[src/rtl/i2c_host_cmd_ctrl_pkg.sv]
// Shared command codes, FSM states and timeout selection for the I2C host command front-end.
package i2c_host_cmd_ctrl_pkg;

  typedef enum logic [2:0] {
    CMD_NONE   = 3'd0,
    CMD_WRITE  = 3'd1,
    CMD_START  = 3'd2,
    CMD_RESET  = 3'd3,
    CMD_READ   = 3'd4,
    CMD_STATUS = 3'd5
  } cmd_e;

  typedef enum logic [2:0] {
    ST_IDLE,
    ST_WR,
    ST_RHOLD,
    ST_RDW,
    ST_RSP
  } state_e;

  function automatic logic [23:0] timeout_sel(input bit sim, input logic [23:0] sim_t,
                                              input logic [23:0] hw_t);
    return sim ? sim_t : hw_t;
  endfunction

endpackage

[src/rtl/i2c_host_cmd_ctrl_start_timer.sv]
// START supervision: owns the pending flag, the timeout counter and CLR-versus-timeout priority.
module i2c_start_timer (
  input  logic        CLK40,
  input  logic        RST,
  input  logic        arm,
  input  logic        clr,
  input  logic [23:0] limit,
  output logic        pend,
  output logic        tmo_pls
);

  logic        pend_q, pend_d;
  logic [23:0] cnt_q, cnt_d;
  logic [23:0] cnt_inc;

  // Arm only from idle; while pending, a clear beats a coincident timeout.
  always_comb begin
    pend_d  = pend_q;
    cnt_d   = cnt_q;
    tmo_pls = 1'b0;
    cnt_inc = cnt_q + 24'd1;
    if (!pend_q) begin
      if (arm) begin
        pend_d = 1'b1;
        cnt_d  = '0;
      end
    end else if (clr) begin
      pend_d = 1'b0;
      cnt_d  = '0;
    end else if (cnt_inc == limit) begin
      pend_d  = 1'b0;
      cnt_d   = '0;
      tmo_pls = 1'b1;
    end else begin
      cnt_d = cnt_inc;
    end
  end

  // State register.
  always_ff @(posedge CLK40) begin
    if (RST) begin
      pend_q <= 1'b0;
      cnt_q  <= '0;
    end else begin
      pend_q <= pend_d;
      cnt_q  <= cnt_d;
    end
  end

  assign pend = pend_q;

endmodule

[src/rtl/i2c_host_cmd_ctrl.sv]
// Host command front-end: decodes single-beat commands into I2C_interfaces strobes and responses.
module i2c_host_cmd_ctrl
  import i2c_host_cmd_ctrl_pkg::*;
#(
  parameter bit          Simulation  = 1'b0,
  parameter int unsigned RST_LEN     = 11,
  parameter int unsigned RD_LAT      = 2,
  parameter logic [23:0] HW_TIMEOUT  = 24'd4000000,
  parameter logic [23:0] SIM_TIMEOUT = 24'd20000
) (
  input  logic       CLK40,
  input  logic       RST,
  input  logic       CMD_VALID,
  output logic       CMD_READY,
  input  logic [2:0] CMD_CODE,
  input  logic [7:0] CMD_DATA,
  output logic       RSP_VALID,
  output logic [7:0] RSP_DATA,
  output logic       RSP_ERR,
  output logic [7:0] I2C_WRT_FIFO_DATA,
  output logic       I2C_WE,
  output logic       I2C_RDENA,
  output logic       I2C_RESET,
  output logic       I2C_START,
  input  logic       I2C_CLR_START,
  input  logic [7:0] I2C_RBK_FIFO_DATA,
  input  logic [7:0] I2C_STATUS
);

  localparam logic [23:0] TMO_LIMIT = timeout_sel(Simulation, SIM_TIMEOUT, HW_TIMEOUT);
  localparam logic [7:0]  RST_LAST  = 8'(RST_LEN - 1);
  localparam logic [7:0]  RD_LAST   = 8'(RD_LAT);

  state_e     state_q, state_d;
  logic [2:0] code_q, code_d;
  logic       err_q, err_d;
  logic [7:0] cnt_q, cnt_d;
  logic [7:0] rbk_q, rbk_d;
  logic       rsp_valid_q, rsp_valid_d;
  logic [7:0] rsp_data_q, rsp_data_d;
  logic       rsp_err_q, rsp_err_d;
  logic [7:0] wdata_q, wdata_d;
  logic       we_q, we_d;
  logic       rdena_q, rdena_d;
  logic       rst_out_q, rst_out_d;
  logic       tmo_sticky_q, tmo_sticky_d;
  logic       cmd_ready, accept, arm, clr_by_reset, pend, tmo_pls;

  assign cmd_ready = (state_q == ST_IDLE) && !RST;
  assign accept    = CMD_VALID && cmd_ready;

  i2c_start_timer u_start_timer (
    .CLK40  (CLK40),
    .RST    (RST),
    .arm    (arm),
    .clr    (I2C_CLR_START | clr_by_reset),
    .limit  (TMO_LIMIT),
    .pend   (pend),
    .tmo_pls(tmo_pls)
  );

  // Next-state, strobe and response computation.
  always_comb begin
    state_d      = state_q;
    code_d       = code_q;
    err_d        = err_q;
    cnt_d        = cnt_q;
    rbk_d        = rbk_q;
    rsp_valid_d  = 1'b0;
    rsp_data_d   = rsp_data_q;
    rsp_err_d    = rsp_err_q;
    wdata_d      = wdata_q;
    we_d         = 1'b0;
    rdena_d      = 1'b0;
    rst_out_d    = rst_out_q;
    tmo_sticky_d = tmo_sticky_q;
    arm          = 1'b0;
    clr_by_reset = 1'b0;
    case (state_q)
      ST_IDLE: begin
        if (accept) begin
          code_d  = CMD_CODE;
          err_d   = 1'b0;
          cnt_d   = '0;
          state_d = ST_RSP;
          case (CMD_CODE)
            CMD_WRITE: begin
              if (pend) err_d = 1'b1;
              else begin
                we_d    = 1'b1;
                wdata_d = CMD_DATA;
                state_d = ST_WR;
              end
            end
            CMD_START: begin
              if (pend) err_d = 1'b1;
              else arm = 1'b1;
            end
            CMD_RESET: begin
              rst_out_d    = 1'b1;
              clr_by_reset = 1'b1;
              state_d      = ST_RHOLD;
            end
            CMD_READ: begin
              if (pend) err_d = 1'b1;
              else begin
                rdena_d = 1'b1;
                state_d = ST_RDW;
              end
            end
            CMD_STATUS: ;
            default: err_d = 1'b1;
          endcase
        end
      end
      ST_WR: state_d = ST_RSP;
      ST_RHOLD: begin
        if (cnt_q == RST_LAST) begin
          rst_out_d = 1'b0;
          state_d   = ST_RSP;
        end else begin
          cnt_d = cnt_q + 8'd1;
        end
      end
      // Count starts on the RDENA cycle, so the sample lands RD_LAT cycles after the pulse.
      ST_RDW: begin
        if (cnt_q == RD_LAST) begin
          rbk_d   = I2C_RBK_FIFO_DATA;
          state_d = ST_RSP;
        end else begin
          cnt_d = cnt_q + 8'd1;
        end
      end
      ST_RSP: begin
        rsp_valid_d = 1'b1;
        rsp_err_d   = err_q;
        rsp_data_d  = '0;
        if (code_q == CMD_STATUS) begin
          rsp_data_d   = I2C_STATUS;
          rsp_err_d    = tmo_sticky_q;
          tmo_sticky_d = 1'b0;
        end else if (code_q == CMD_READ && !err_q) begin
          rsp_data_d = rbk_q;
        end
        state_d = ST_IDLE;
      end
      default: state_d = ST_IDLE;
    endcase
    if (tmo_pls) tmo_sticky_d = 1'b1;
  end

  // State and output registers.
  always_ff @(posedge CLK40) begin
    if (RST) begin
      state_q      <= ST_IDLE;
      code_q       <= '0;
      err_q        <= 1'b0;
      cnt_q        <= '0;
      rbk_q        <= '0;
      rsp_valid_q  <= 1'b0;
      rsp_data_q   <= '0;
      rsp_err_q    <= 1'b0;
      wdata_q      <= '0;
      we_q         <= 1'b0;
      rdena_q      <= 1'b0;
      rst_out_q    <= 1'b0;
      tmo_sticky_q <= 1'b0;
    end else begin
      state_q      <= state_d;
      code_q       <= code_d;
      err_q        <= err_d;
      cnt_q        <= cnt_d;
      rbk_q        <= rbk_d;
      rsp_valid_q  <= rsp_valid_d;
      rsp_data_q   <= rsp_data_d;
      rsp_err_q    <= rsp_err_d;
      wdata_q      <= wdata_d;
      we_q         <= we_d;
      rdena_q      <= rdena_d;
      rst_out_q    <= rst_out_d;
      tmo_sticky_q <= tmo_sticky_d;
    end
  end

  assign CMD_READY         = cmd_ready;
  assign RSP_VALID         = rsp_valid_q;
  assign RSP_DATA          = rsp_data_q;
  assign RSP_ERR           = rsp_err_q;
  assign I2C_WRT_FIFO_DATA = wdata_q;
  assign I2C_WE            = we_q;
  assign I2C_RDENA         = rdena_q;
  assign I2C_RESET         = rst_out_q;
  assign I2C_START         = pend;

endmodule

[config.mk]
export PLATFORM = sky130hd
export DESIGN_NAME = i2c_host_cmd_ctrl
export DESIGN_NICKNAME = d
export VERILOG_FILES = /design/src/rtl/i2c_host_cmd_ctrl_pkg.sv /design/src/rtl/i2c_host_cmd_ctrl_start_timer.sv /design/src/rtl/i2c_host_cmd_ctrl.sv
export SDC_FILE = /design/constraint.sdc
export NUM_CORES = 1
export LEC_CHECK = 0
export ABC_CLOCK_PERIOD_IN_PS = 4700
export CORE_AREA = 3 3 109 111
export CTS_CLUSTER_DIAMETER = 40
export DETAILED_ROUTE_END_ITERATION = 6
export DIE_AREA = 0 0 112 114
export SYNTH_ARGS = -nofsm -noshare
export SYNTH_HDL_FRONTEND = slang
export SYNTH_HIERARCHICAL = 1
export SYNTH_SLANG_ARGS = --single-unit
[constraint.sdc]
create_clock -name CLK40 -period 4.7 [get_ports CLK40]
set_input_delay 0.94 -clock CLK40 [delete_from_list [all_inputs] [get_ports CLK40]]
set_output_delay 0.94 -clock CLK40 [all_outputs]
set_load 0.05 [all_outputs]
* After elaboration in Yosys (flattened, before gate mapping)
Index checks and enable logic that the tools add are counted.
Storage, ports and cells: register bits after elaboration 70, bits of input ports 31, output and inout bits 23, word-level logic and storage cells 107
Cells by class: add/subtract/negate cells 2, eq/ne operators 20, mux-type cells 42, bitwise gates (word level) 6, reductions and logical operators 22
Operators with widths (count):
- 2-to-1 mux 24 bit | 4
- 2-to-1 mux 8 bit | 5
- adder 24 x 1 -> 24 bit (second input constant) | 1
- equality test 24 x 22 -> 1 bit (second input constant) | 1
- case mux 8 bit (3 select lines) | 1
- 2-to-1 mux 1 bit | 23
- equality test 3 bit (second input constant) | 5
- 2-to-1 mux 3 bit | 5
- equality test 3 x 2 -> 1 bit (second input constant) | 4
- case mux 3 bit (4 select lines) | 1
- AND reduction 4 bit | 3
- != test 2 bit (second input constant) | 5
- case mux 3 bit (3 select lines) | 1
- adder 8 x 1 -> 8 bit (second input constant) | 1
- equality test 8 x 2 -> 1 bit (second input constant) | 1
- equality test 8 x 4 -> 1 bit (second input constant) | 1
- nonzero test 2 bit | 4
- OR reduction 4 bit | 2
- equality test 3 x 1 -> 1 bit (second input constant) | 2
- AND reduction 2 bit | 3
- inverter 1 bit | 5
- case mux 1 bit (2 select lines) | 2
- logical AND 1 bit | 3
- zero test 3 bit | 1
- 7 further kinds | 8

* Logic depth before layout (Yosys ltp)
Gate-level depths: netlist of the first run.
depth after elaboration 10, gate-level depth with buffers 12, depth with buffers taken out 11

* By module
Netlist of the first run, hierarchy kept.
By module, submodules not included:
- i2c_host_cmd_ctrl | instances 1, cells each 235, area an instance 2218.4 µm², sequential area each 900.9 µm²
- i2c_start_timer | instances 1, cells each 277, area an instance 2182.1 µm², sequential area each 500.5 µm²

* Worst setup path after synthesis of the first run
No wires, ideal clock.
path type reg2reg, from register u_start_timer.cnt_q[4], to register u_start_timer.cnt_q[6], library setup time 122 ps, arrival 3057 ps, required time 4578 ps, setup slack 1521 ps, cell stages (with the launch flop) 11, buffers on the path 2, clock period less this slack 3179 ps, path through dfxtp_1 -> buf_2 -> nand3_2 -> or4_1 -> clkbuf_1 -> or3_4 -> a2111oi_2 -> nand4_1 -> nor4_4 -> nor2_2 -> a311o_1
On the way: cells in the longest elaborated chain, start to end 5
Ends and longest elaborated chain:
- start: declaration | RTL line i2c_host_cmd_ctrl_start_timer.sv:13 | logic [23:0] cnt_q, cnt_d;
- start signal: assignment | RTL line i2c_host_cmd_ctrl_start_timer.sv:46 | cnt_q <= cnt_d;
- adder 24 x 1 -> 24 bit (*) | RTL line i2c_host_cmd_ctrl_start_timer.sv:21 | cnt_inc = cnt_q + 24'd1;
- equality test 24 x 22 -> 1 bit | RTL line i2c_host_cmd_ctrl_start_timer.sv:30 | end else if (cnt_inc == limit) begin
- 2-to-1 mux 24 bit (*) | RTL line i2c_host_cmd_ctrl_start_timer.sv:30
- 2-to-1 mux 24 bit (*) | RTL line i2c_host_cmd_ctrl_start_timer.sv:27 | end else if (clr) begin
- 2-to-1 mux 24 bit (*) | RTL line i2c_host_cmd_ctrl_start_timer.sv:22 | if (!pend_q) begin
Mark *: on every way between the ends. The rest lies on a longest branch, timed or not. A chain may end at the register's enable or synchronous reset.

* Final worst setup path of the first run
from register u_start_timer.cnt_q[7], to register u_start_timer.cnt_q[21]
The elaborated chain is that of the path after synthesis.

==> results.ini, run 1 <==
[run_status]
outcome=finished, final reports clean

[logic_synthesis]
synth.distinct_cells=78
syn_area_um2=4400
synth_ff_type=dfxtp_1
async_flop_share_pct=0
yosysTopAreaCell=dfxtp_1
ys_top_cells_by_area=dfxtp_1 32%, mux2i_1 4.3%, xnor2_1 3.8%, nor2_1 3.8%, a211oi_1 3.2%
synth_warnings=6
yosysSeqAreaShare_pct=31.85
post_synth.cell_area_avg_um2=8.595
synth-edff-count=0
synth_top_area_share_pct=31.85
ys_ff_latch=70
syn_inst=512

[drt]
via_count=3973
ant_nets=0
dr.pass1.iters=4
viasPerCell=5.450
drt_iter0_drc=213
routedWlPerCell_um=15.28
routed_wl_um=11140
drcViolationCount=0

[worst_setup_path]
critical_path_class=register to register
required_ns=4.96
cp.arrival_ns=4.06
reg2reg_depth=9
end_kind=register
worstSetupStartpointType=register
crit_fanout=18

[global_route]
grt_max_degree=41
grt_pass1_vias=3824
grtUsageTotal_pct=17.88
grt-ovfl-total=0
grt_pass1_wl_um=18780
antenna_found_initial=0

[die]
floorplan.initialDensity_pct=40.42
io-pin-count=54
die_h_um=114
die_area_um2=12770
die_w_um=112
rows=38
coreArea_um2=10890

[sta]
setup_viol=0
clock.fmax_mhz=263.2
fin_crit_sh_pct=80.85
fin_tns_setup_ns=0
holdWs_ns=0.4910
rsz0062_at_grt=no
finalClockSkew_ns=0.008468
drv_slew=0
hold_violations=0
tightest_slew_ns=0.7902
layout_min_cycle_time_ns=3.800
relSlewSlack_pct=47.18

[clock_tree]
cts_tree=done
cts_buffers=9
htree_num_levels=3
root_buffer=clkbuf_8
ctsHoldBuffers=0
cts.reportedPaths.clkPinSlew_ns=0.08
clk_latency_ns=0.36
cts_buffer_depth=2
cts.repair.resized=0
clkSinkCount=70
post_cts_buffers=0

[job]
drv_cap=0

[layout]
finalNetCount=618
n_antenna_cell=0
fillers=1112
final_layout_size_suffix_gt1_share_pct=8.998
area_delta_synth_final_pct=19.39

[worst_hold_path]
hold_path_class=register to register
hold_depth=2

[place]
gp_congestion=0.8957
dp.final_hpwl_um=8004
numPortBuffers=53

[power_and_ir_drop]
leakage_nw=2.045
powerDensity_nw_per_um2=246.4
vdd_drop_max_v=0.0001174

-- critical path: stages, from the launching register on --
cell       delay (ns)
dfxtp_1          0.52
nand3_1          0.24
or4_1            0.68
or3_4            0.42
a2111oi_2        0.36
nand4_1          0.18
nor4_4           0.65
buf_4            0.36
o31ai_1          0.09
a21o_1           0.19
-- cell families (layout without fill, tap and decap cells) --
logic type                 after synthesis  count (layout)  synth area share, %
muxes                                   21              21                4.834
DFF                                     70              70                31.85
adders and majority gates                3               3               0.8531
AOI/OAI and AO/OA                      125             125                21.64
and+or+nand+nor                        214             214                28.29
xor gates and xnor gates                33              33                6.909
other                                    2              40               0.1707
buffers and inverters                   44              83                5.459
-- metal layers --
layer	up-vias	track usage, %	share of wire, %
met5	-	0	0
met4	0	6.170	1.4
met3	14	3.979	4.1
met2	69	30.30	47
met1	1876	22.55	47
li1	2014	-	-
-- synthesized netlist by cell type, types with 4 or more instances --
library cell  number
nand3_1           19
o31ai_1           10
clkbuf_1          17
nand3b_1          10
xnor2_1           19
a31oi_1            6
a21o_1            16
xor2_1            13
a211oi_1          19
buf_2              7
nand2b_1           9
nand2_1           32
buf_6              4
nor3_1            10
mux2i_1           19
or3_1              4
inv_1              9
a211o_1            4
nand4_1           16
nor2_1            44
or2_2              8
a22oi_1            9
nor4_1            15
dfxtp_1           70
o21ai_0           16
a21oi_1            7
and3_1             6
nor2b_1           10
-- sequential cells by signal (all words and copies together) (netlist names), 3 cells and up --
register             flops
cnt_q                    8
state_q                  3
I2C_WRT_FIFO_DATA        8
u_start_timer/cnt_q     24
RSP_DATA                 8
rbk_q                    8
code_q                   3
-- stage by stage --
stage | utilization (%) | area (um^2) | cells | worst slack, ns | total power (W)
after CTS | 48.25 | 5254 | 729 | 0.8753 | 0.001314
after global routing | 48.25 | 5254 | 729 | 0.5245 | 0.001359
after global placement | 46.66 | 5080 | 713 | 0.9747 | 0.0008525
final | 48.25 | 5254 | 729 | 0.8999 | 0.001295
after detailed placement | 46.66 | 5080 | 713 | 0.8917 | 0.0008542
after floorplan | - | 4543 | 550 | 1.521 | 0.0007858
-- area by class of cell --
type	instances	area [um^2]	share of cell area, %
clock inverters	6	46.29	0.8812
well taps	140	175.2	3.334
repair buffers	58	563.0	10.72
inverters	9	33.78	0.6430
clock buffers	10	127.6	2.429
multi-input cells	436	2907	55.32
flip-flops and latches	70	1401	26.67
-- cells in the final DEF, fill, tap and decap left out, types with 4 or more instances in the layout --
cell type and n:
a21o_1 16, nand3b_1 10, conb_1 40, inv_1 9, mux2i_1 19, clkdlybuf4s50_1 52
a31oi_1 6, nand3_1 19, clkbuf_8 9, a22oi_1 9, o21ai_0 16, nor2b_1 10
dfxtp_1 70, a21oi_1 7, nor4_1 15, a211o_1 4, nand4_1 16, nand2b_1 9
xor2_1 13, or3_1 4, or2_2 8, and3_1 6, o31ai_1 10, a211oi_1 19
nor3_1 9, xnor2_1 19, nand2_1 32, buf_4 5, nor2_1 44
-- final timing paths --
path | start | endpoint | slack (ns)
setup / recovery | u_start_timer/cnt_q[7] | u_start_timer/cnt_q[21] | 0.90
hold / removal | code_q[2] | code_q[2] | 0.49
setup reg to reg | u_start_timer/cnt_q[7] | u_start_timer/cnt_q[21] | 0.90
hold reg to reg | code_q[2] | code_q[2] | 0.49
-- where the power goes --
group / total [W] / leakage (nW) / internal (W) / switching (W)
combinational: 0.000215 / 1.40 / 0.0000889 / 0.000126
sequential: 0.000626 / 0.566 / 0.000608 / 0.0000176
clock: 0.000454 / 0.0833 / 0.000195 / 0.000259
total: 0.00129 / 2.04 / 0.000893 / 0.000402
(Power assumes the default switching activity.)
==> run 2: changes to the inputs <==
--- a/config.mk
+++ b/config.mk
@@ -5,7 +5,7 @@
 export SDC_FILE = /design/constraint.sdc
 export NUM_CORES = 1
 export LEC_CHECK = 0
-export ABC_CLOCK_PERIOD_IN_PS = 4700
+export ABC_CLOCK_PERIOD_IN_PS = 3230
 export CORE_AREA = 3 3 109 111
 export CTS_CLUSTER_DIAMETER = 40
 export DETAILED_ROUTE_END_ITERATION = 6
==> constraint.sdc (replaced) <==
create_clock -name CLK40 -period 3.23 [get_ports CLK40]
set_input_delay 0.646 -clock CLK40 [delete_from_list [all_inputs] [get_ports CLK40]]
set_output_delay 0.646 -clock CLK40 [all_outputs]
set_load 0.05 [all_outputs]
==> results.ini, run 2 (synthesis gave the netlist of run 1 again) <==
[worst_setup_path]
setup.worst_path.start=u_start_timer/cnt_q[12]  ; was u_start_timer/cnt_q[7]
end_kind=register  ; unchanged
r2r-start=u_start_timer/cnt_q[12]  ; was u_start_timer/cnt_q[7]
worstSetupStartpointType=register  ; unchanged
crit_fanout=9  ; was 18
required_ns=3.48  ; was 4.96 ns
cp.arrival_ns=3.26  ; was 4.06 ns
critical_path_class=register to register  ; unchanged

[die]
rows=38  ; unchanged
coreArea_um2=10890  ; unchanged
die_h_um=114  ; unchanged
die_w_um=112  ; unchanged
die_area_um2=12770  ; unchanged
io-pin-count=54  ; unchanged
floorplan.initialDensity_pct=40.42  ; unchanged

[global_route]
grtUsageTotal_pct=18.22  ; was 17.88%
grt_pass1_vias=3875  ; was 3,824
grt_max_degree=30  ; was 41
grt_pass1_wl_um=19150  ; was 18,780 um
antenna_found_initial=0  ; unchanged
grt-ovfl-total=0  ; unchanged

[job]
drv_cap=0  ; unchanged

[place]
dp.final_hpwl_um=8492  ; was 8004 um
postPlaceCellArea_um2=5313  ; was 5080 um^2
gp_congestion=0.8670  ; was 0.8957
numPortBuffers=53  ; unchanged
dp.cells=744  ; was 713

[layout]
fin_cells=760  ; was 729
area_delta_synth_final_pct=25.62  ; was 19.39%
layout_commonest_cell=dfxtp_1  ; unchanged
largest_register=u_start_timer/cnt_q  ; unchanged
finalNetCount=649  ; was 618
final_cell_mix=69 x dfxtp_1, 52 x clkdlybuf4s50_1, 44 x nor2_1  ; was 70 x dfxtp_1, 52 x clkdlybuf4s50_1, 44 x nor2_1
largest_reg_flops=24  ; unchanged
design_area_um2=5528  ; was 5254 um^2
n_antenna_cell=0  ; unchanged
final_layout_size_suffix_gt1_share_pct=13.87  ; was 8.998%

[sta]
fin_tns_setup_ns=0  ; unchanged
hold_violations=0  ; unchanged
rsz0062_at_grt=no  ; unchanged
fin_crit_sh_pct=93.47  ; was 80.85%
tightest_slew_ns=0.7869  ; was 0.7902 ns
drv_slew=0  ; unchanged
holdWs_ns=0.4809  ; was 0.4910 ns
layout_min_cycle_time_ns=3.019  ; was 3.800 ns
clock.fmax_mhz=331.2  ; was 263.2 MHz
relSlewSlack_pct=47.40  ; was 47.18%
finalClockSkew_ns=0.007425  ; was 0.008468 ns
setup_viol=0  ; unchanged

[worst_hold_path]
hold_path_class=register to register  ; unchanged
hp-start=u_start_timer/cnt_q[3]  ; was code_q[2]

[clock_tree]
cts_buffers=9  ; unchanged
cts_buffer_depth=2  ; unchanged
clk_latency_ns=0.36  ; about the same
htree_num_levels=3  ; unchanged
cts_tree=done  ; unchanged
cts.reportedPaths.clkPinSlew_ns=0.08  ; about the same
clkSinkCount=70  ; unchanged
ctsHoldBuffers=0  ; unchanged
root_buffer=clkbuf_8  ; unchanged

[drt]
routed_wl_um=11480  ; was 11,140 um
routedWlPerCell_um=15.11  ; was 15.28 um
via_count=4078  ; was 3,973
ant_nets=0  ; unchanged
dr.pass1.iters=4  ; unchanged
drcViolationCount=0  ; unchanged
viasPerCell=5.366  ; was 5.450
drt_iter0_drc=303  ; was 213

[power_and_ir_drop]
powerDensity_nw_per_um2=359.7  ; was 246.4 nW/um^2
vdd_drop_max_v=0.0002025  ; was 0.0001174 V
leakage_nw=2.215  ; was 2.045 nW

[run_status]
outcome=finished, final reports clean  ; unchanged

[run 2: changes by cell type in the layout (fill, tap and decap cells not counted), sizes merged]
cell | previous run | this run
clkbuf | 10 | 9
buf | 6 | 37
bufinv | 0 | 1
[run 2: per-stage QoR]
stage / worst slack, ns / power (W) / util [%]
floorplan: 0.05059 / 0.001143 / -
global placement: 0.2852 / 0.001248 / 48.79
detailed placement: 0.1472 / 0.001251 / 48.79
CTS: 0.1357 / 0.002009 / 50.69
global route: 0.006012 / 0.002070 / 50.77
finish: 0.2110 / 0.001989 / 50.77
[run 2: routing by layer]
metal / routed length, um / track usage, % / up-vias
met2: 5528 / 29.74 / 77
met1: 5351 / 24.47 / 1910
met5: 0 / 0 / -
li1: - / - / 2081
met3: 468 / 3.342 / 10
met4: 134 / 6.010 / 0
[run 2: worst max-delay path, cell delays in order (launching register included)]
cell and delay [ns]:
dfxtp_1 0.40, nand3_1 0.13, or4_1 0.51, or3_4 0.40, a2111oi_2 0.37, nand4_1 0.20, nor4_4 0.36, buf_6 0.19
nor4_1 0.05, a311o_1 0.29
[run 2: power by group]
part | internal [W] | switching, W | total [W]
clock | 0.000367 | 0.000390 | 0.000757
sequential | 0.000885 | 0.0000209 | 0.000906
combinational | 0.000136 | 0.000189 | 0.000325
[run 2: cell type report]
| type | instances | area [um^2] |
|---|---|---|
| Timing Repair Buffer | 89 | 803.3 |
| Multi-Input combinational cell | 436 | 2907 |
| Clock inverter | 7 | 82.58 |
| Inverter | 9 | 33.78 |
| Tap cell | 140 | 175.2 |
| Fill cell | 1062 | 5360 |
| Sequential cell | 70 | 1403 |
| Clock buffer | 9 | 123.9 |
[run 2: repair_timing]
| item | CTS | global route |
|---|---|---|
| setup endpoints to repair | 0 | 11 |
| endpoints found under the hold margin | 0 | 0 |
| setup buffers | 0 | 0 |
| resized for setup | 0 | 4 |
[run 2: path summary, 6_finish.rpt]
check,endpoint,slack [ns],cells past startpoint
max,u_start_timer/cnt_q[6],0.21,9
min,u_start_timer/cnt_q[3],0.48,2
max reg2reg,u_start_timer/cnt_q[6],0.21,9
min reg2reg,u_start_timer/cnt_q[3],0.48,2
==> run 3: changes to the inputs <==
--- a/config.mk
+++ b/config.mk
@@ -6,10 +6,11 @@
 export NUM_CORES = 1
 export LEC_CHECK = 0
 export ABC_CLOCK_PERIOD_IN_PS = 3230
-export CORE_AREA = 3 3 109 111
+export CORE_AREA = 3 3 103 105
 export CTS_CLUSTER_DIAMETER = 40
 export DETAILED_ROUTE_END_ITERATION = 6
-export DIE_AREA = 0 0 112 114
+export DIE_AREA = 0 0 106 108
+export PLACE_DENSITY = 0.69
 export SYNTH_ARGS = -nofsm -noshare
 export SYNTH_HDL_FRONTEND = slang
 export SYNTH_HIERARCHICAL = 1
==> results.ini, run 3 (synthesis gave the netlist of run 1 again) <==
[clock_tree]
cts.reportedPaths.clkPinSlew_ns=0.08  ; about the same
htree_num_levels=3  ; unchanged
cts_buffers=9  ; unchanged
clkSinkCount=70  ; unchanged
root_buffer=clkbuf_8  ; unchanged
cts_tree=done  ; unchanged
cts_buffer_depth=2  ; unchanged
clk_latency_ns=0.36  ; about the same

[global_route]
grt_max_degree=44  ; was 30
antenna_found_initial=0  ; unchanged
grt_pass1_vias=4032  ; was 3,875
grt-ovfl-total=0  ; unchanged
grtUsageTotal_pct=20.24  ; was 18.22%
grt_pass1_wl_um=18890  ; was 19,150 um

[sta]
layout_min_cycle_time_ns=3.022  ; was 3.019 ns
relSlewSlack_pct=24.60  ; was 47.40%
setup_viol=0  ; unchanged
tightest_slew_ns=1.125  ; was 0.7869 ns
fin_tns_setup_ns=0  ; unchanged
hold_violations=0  ; unchanged
finalClockSkew_ns=0.01560  ; was 0.007425 ns
drv_slew=0  ; unchanged
clock.fmax_mhz=330.9  ; was 331.2 MHz
fin_crit_sh_pct=93.56  ; was 93.47%
rsz0062_at_grt=no  ; unchanged

[worst_setup_path]
required_ns=3.47  ; was 3.48 ns
critical_path_class=register to register  ; unchanged
end_kind=register  ; unchanged
timing.rr.end=u_start_timer/cnt_q[7]  ; was u_start_timer/cnt_q[6]
r2r_slack_ns=0.21  ; about the same
setup.worst_path.start=u_start_timer/cnt_q[0]  ; was u_start_timer/cnt_q[12]
cp.arrival_ns=3.26  ; about the same
worstSetupStartpointType=register  ; unchanged
reg2reg_depth=9  ; unchanged
r2r-start=u_start_timer/cnt_q[0]  ; was u_start_timer/cnt_q[12]
crit_fanout=8  ; was 9

[die]
die_w_um=106  ; was 112 um
die_h_um=108  ; was 114 um
io-pin-count=54  ; unchanged
coreArea_um2=9729  ; was 10,890 um^2
floorplan.initialDensity_pct=45.23  ; was 40.42%
die_area_um2=11450  ; was 12,770 um^2
rows=36  ; was 38

[power_and_ir_drop]
pwr-share-clk_pct=35.9  ; was 38.1%
vdd_drop_max_v=0.0001892  ; was 0.0002025 V
seqPwrFrac_pct=47.3  ; was 45.6%
swShare_pct=31.55  ; was 30.17%
p_sw_w=0.0006048  ; was 0.0005999 W
powerDensity_nw_per_um2=352.4  ; was 359.7 nW/um^2
leakage_nw=2.165  ; was 2.215 nW
comb_power_share_pct=16.7  ; was 16.4%
internal-power_w=0.001312  ; was 0.001389 W

[layout]
n_antenna_cell=0  ; unchanged
design_area_um2=5439  ; was 5528 um^2
finalNetCount=640  ; was 649
area_delta_synth_final_pct=23.60  ; was 25.62%
final_cell_mix=68 x dfxtp_1, 52 x clkdlybuf4s50_1, 44 x nor2_1  ; was 69 x dfxtp_1, 52 x clkdlybuf4s50_1, 44 x nor2_1
layout_commonest_cell=dfxtp_1  ; unchanged
largest_reg_flops=24  ; unchanged
utilization_pct=55.90  ; was 50.77%
largest_register=u_start_timer/cnt_q  ; unchanged
final_layout_size_suffix_gt1_share_pct=12.93  ; was 13.87%

[drt]
drcViolationCount=0  ; unchanged
routedWlPerCell_um=15.17  ; was 15.11 um
ant_nets=0  ; unchanged
dr.pass1.iters=5  ; was 4
via_count=4160  ; was 4,078
routed_wl_um=11290  ; was 11,480 um
drt_iter0_drc=205  ; was 303
viasPerCell=5.591  ; was 5.366

[place]
dp.final_hpwl_um=8471  ; was 8492 um
postPlaceCellArea_um2=5236  ; was 5313 um^2
numPortBuffers=53  ; unchanged
gp_congestion=0.8909  ; was 0.8670

[worst_hold_path]
holdPathEnd=code_q[2]  ; was u_start_timer/cnt_q[3]
hold_path_class=register to register  ; unchanged
hold_depth=2  ; unchanged
hp-start=code_q[2]  ; was u_start_timer/cnt_q[3]

[run_status]
outcome=finished, final reports clean  ; unchanged

[job]
drv_cap=0  ; unchanged

==> run 3: how the worst max path moves through the flow <==
stage | end | slack, ns | cells past startpoint
CTS | u_start_timer/cnt_q[16] | 0.14 | 9
global placement | u_start_timer/cnt_q[16] | 0.26 | 9
global route | tmo_sticky_q | 0.01 | 12
detailed placement | u_start_timer/cnt_q[16] | 0.16 | 9
floorplan | u_start_timer/cnt_q[6] | 0.05 | 10
finish | u_start_timer/cnt_q[7] | 0.21 | 9
==> run 3: through the flow <==
stage	hold WS, ns	instances	setup WS [ns]	power, W
after global routing	0.5238	744	0.009647	0.001999
after global placement	0.4736	728	0.2552	0.001239
after floorplan	0.4529	550	0.05059	0.001143
final	0.4937	744	0.2081	0.001917
after detailed placement	0.4802	728	0.1603	0.001246
after CTS	0.4952	744	0.1405	0.001939
==> run 3: routing by layer <==
metal  vias up  global-route usage (%)  wire [um]
met1      1975                   24.64       4921
li1       2060                       -          -
met3        21                   3.881        449
met4         0                   7.123        206
met5         -                       0          0
met2       104                   35.84       5708
==> run 3: layout make-up <==
type	instances	area (um^2)
sequential	70	1404
inverter	9	33.78
clock buffer	9	123.9
fill	906	4290
timing repair buffer	80	735.7
multi-input combinational	436	2912
clock inverter	7	63.81
tap	133	166.4
==> run 3: power by group through the flow <==
stage	clock, W	sequential (W)	combinational (W)
CTS	0.000713	0.000908	0.000319
finish	0.000689	0.000908	0.000320
floorplan	0	0.000969	0.000174
global placement	0	0.000926	0.000313
global route	0.000740	0.000912	0.000347
detailed placement	0	0.000928	0.000318
==> run 3: worst max-delay path, stage by stage (launching register included) <==
cell and delay [ns]:
dfxtp_1 0.42, nand4_1 0.18, or4_1 0.47, or3_4 0.39
a2111oi_2 0.36, nand4_1 0.19, nor4_4 0.36, buf_6 0.19
nor4_1 0.06, a311o_1 0.28
==> run 3: repair_timing <==
action / CTS / global route
setup endpoints to repair: 0 / 8
buffers inserted: 0 / 0
hold buffers: 0 / 0
gates resized for setup: 0 / 5
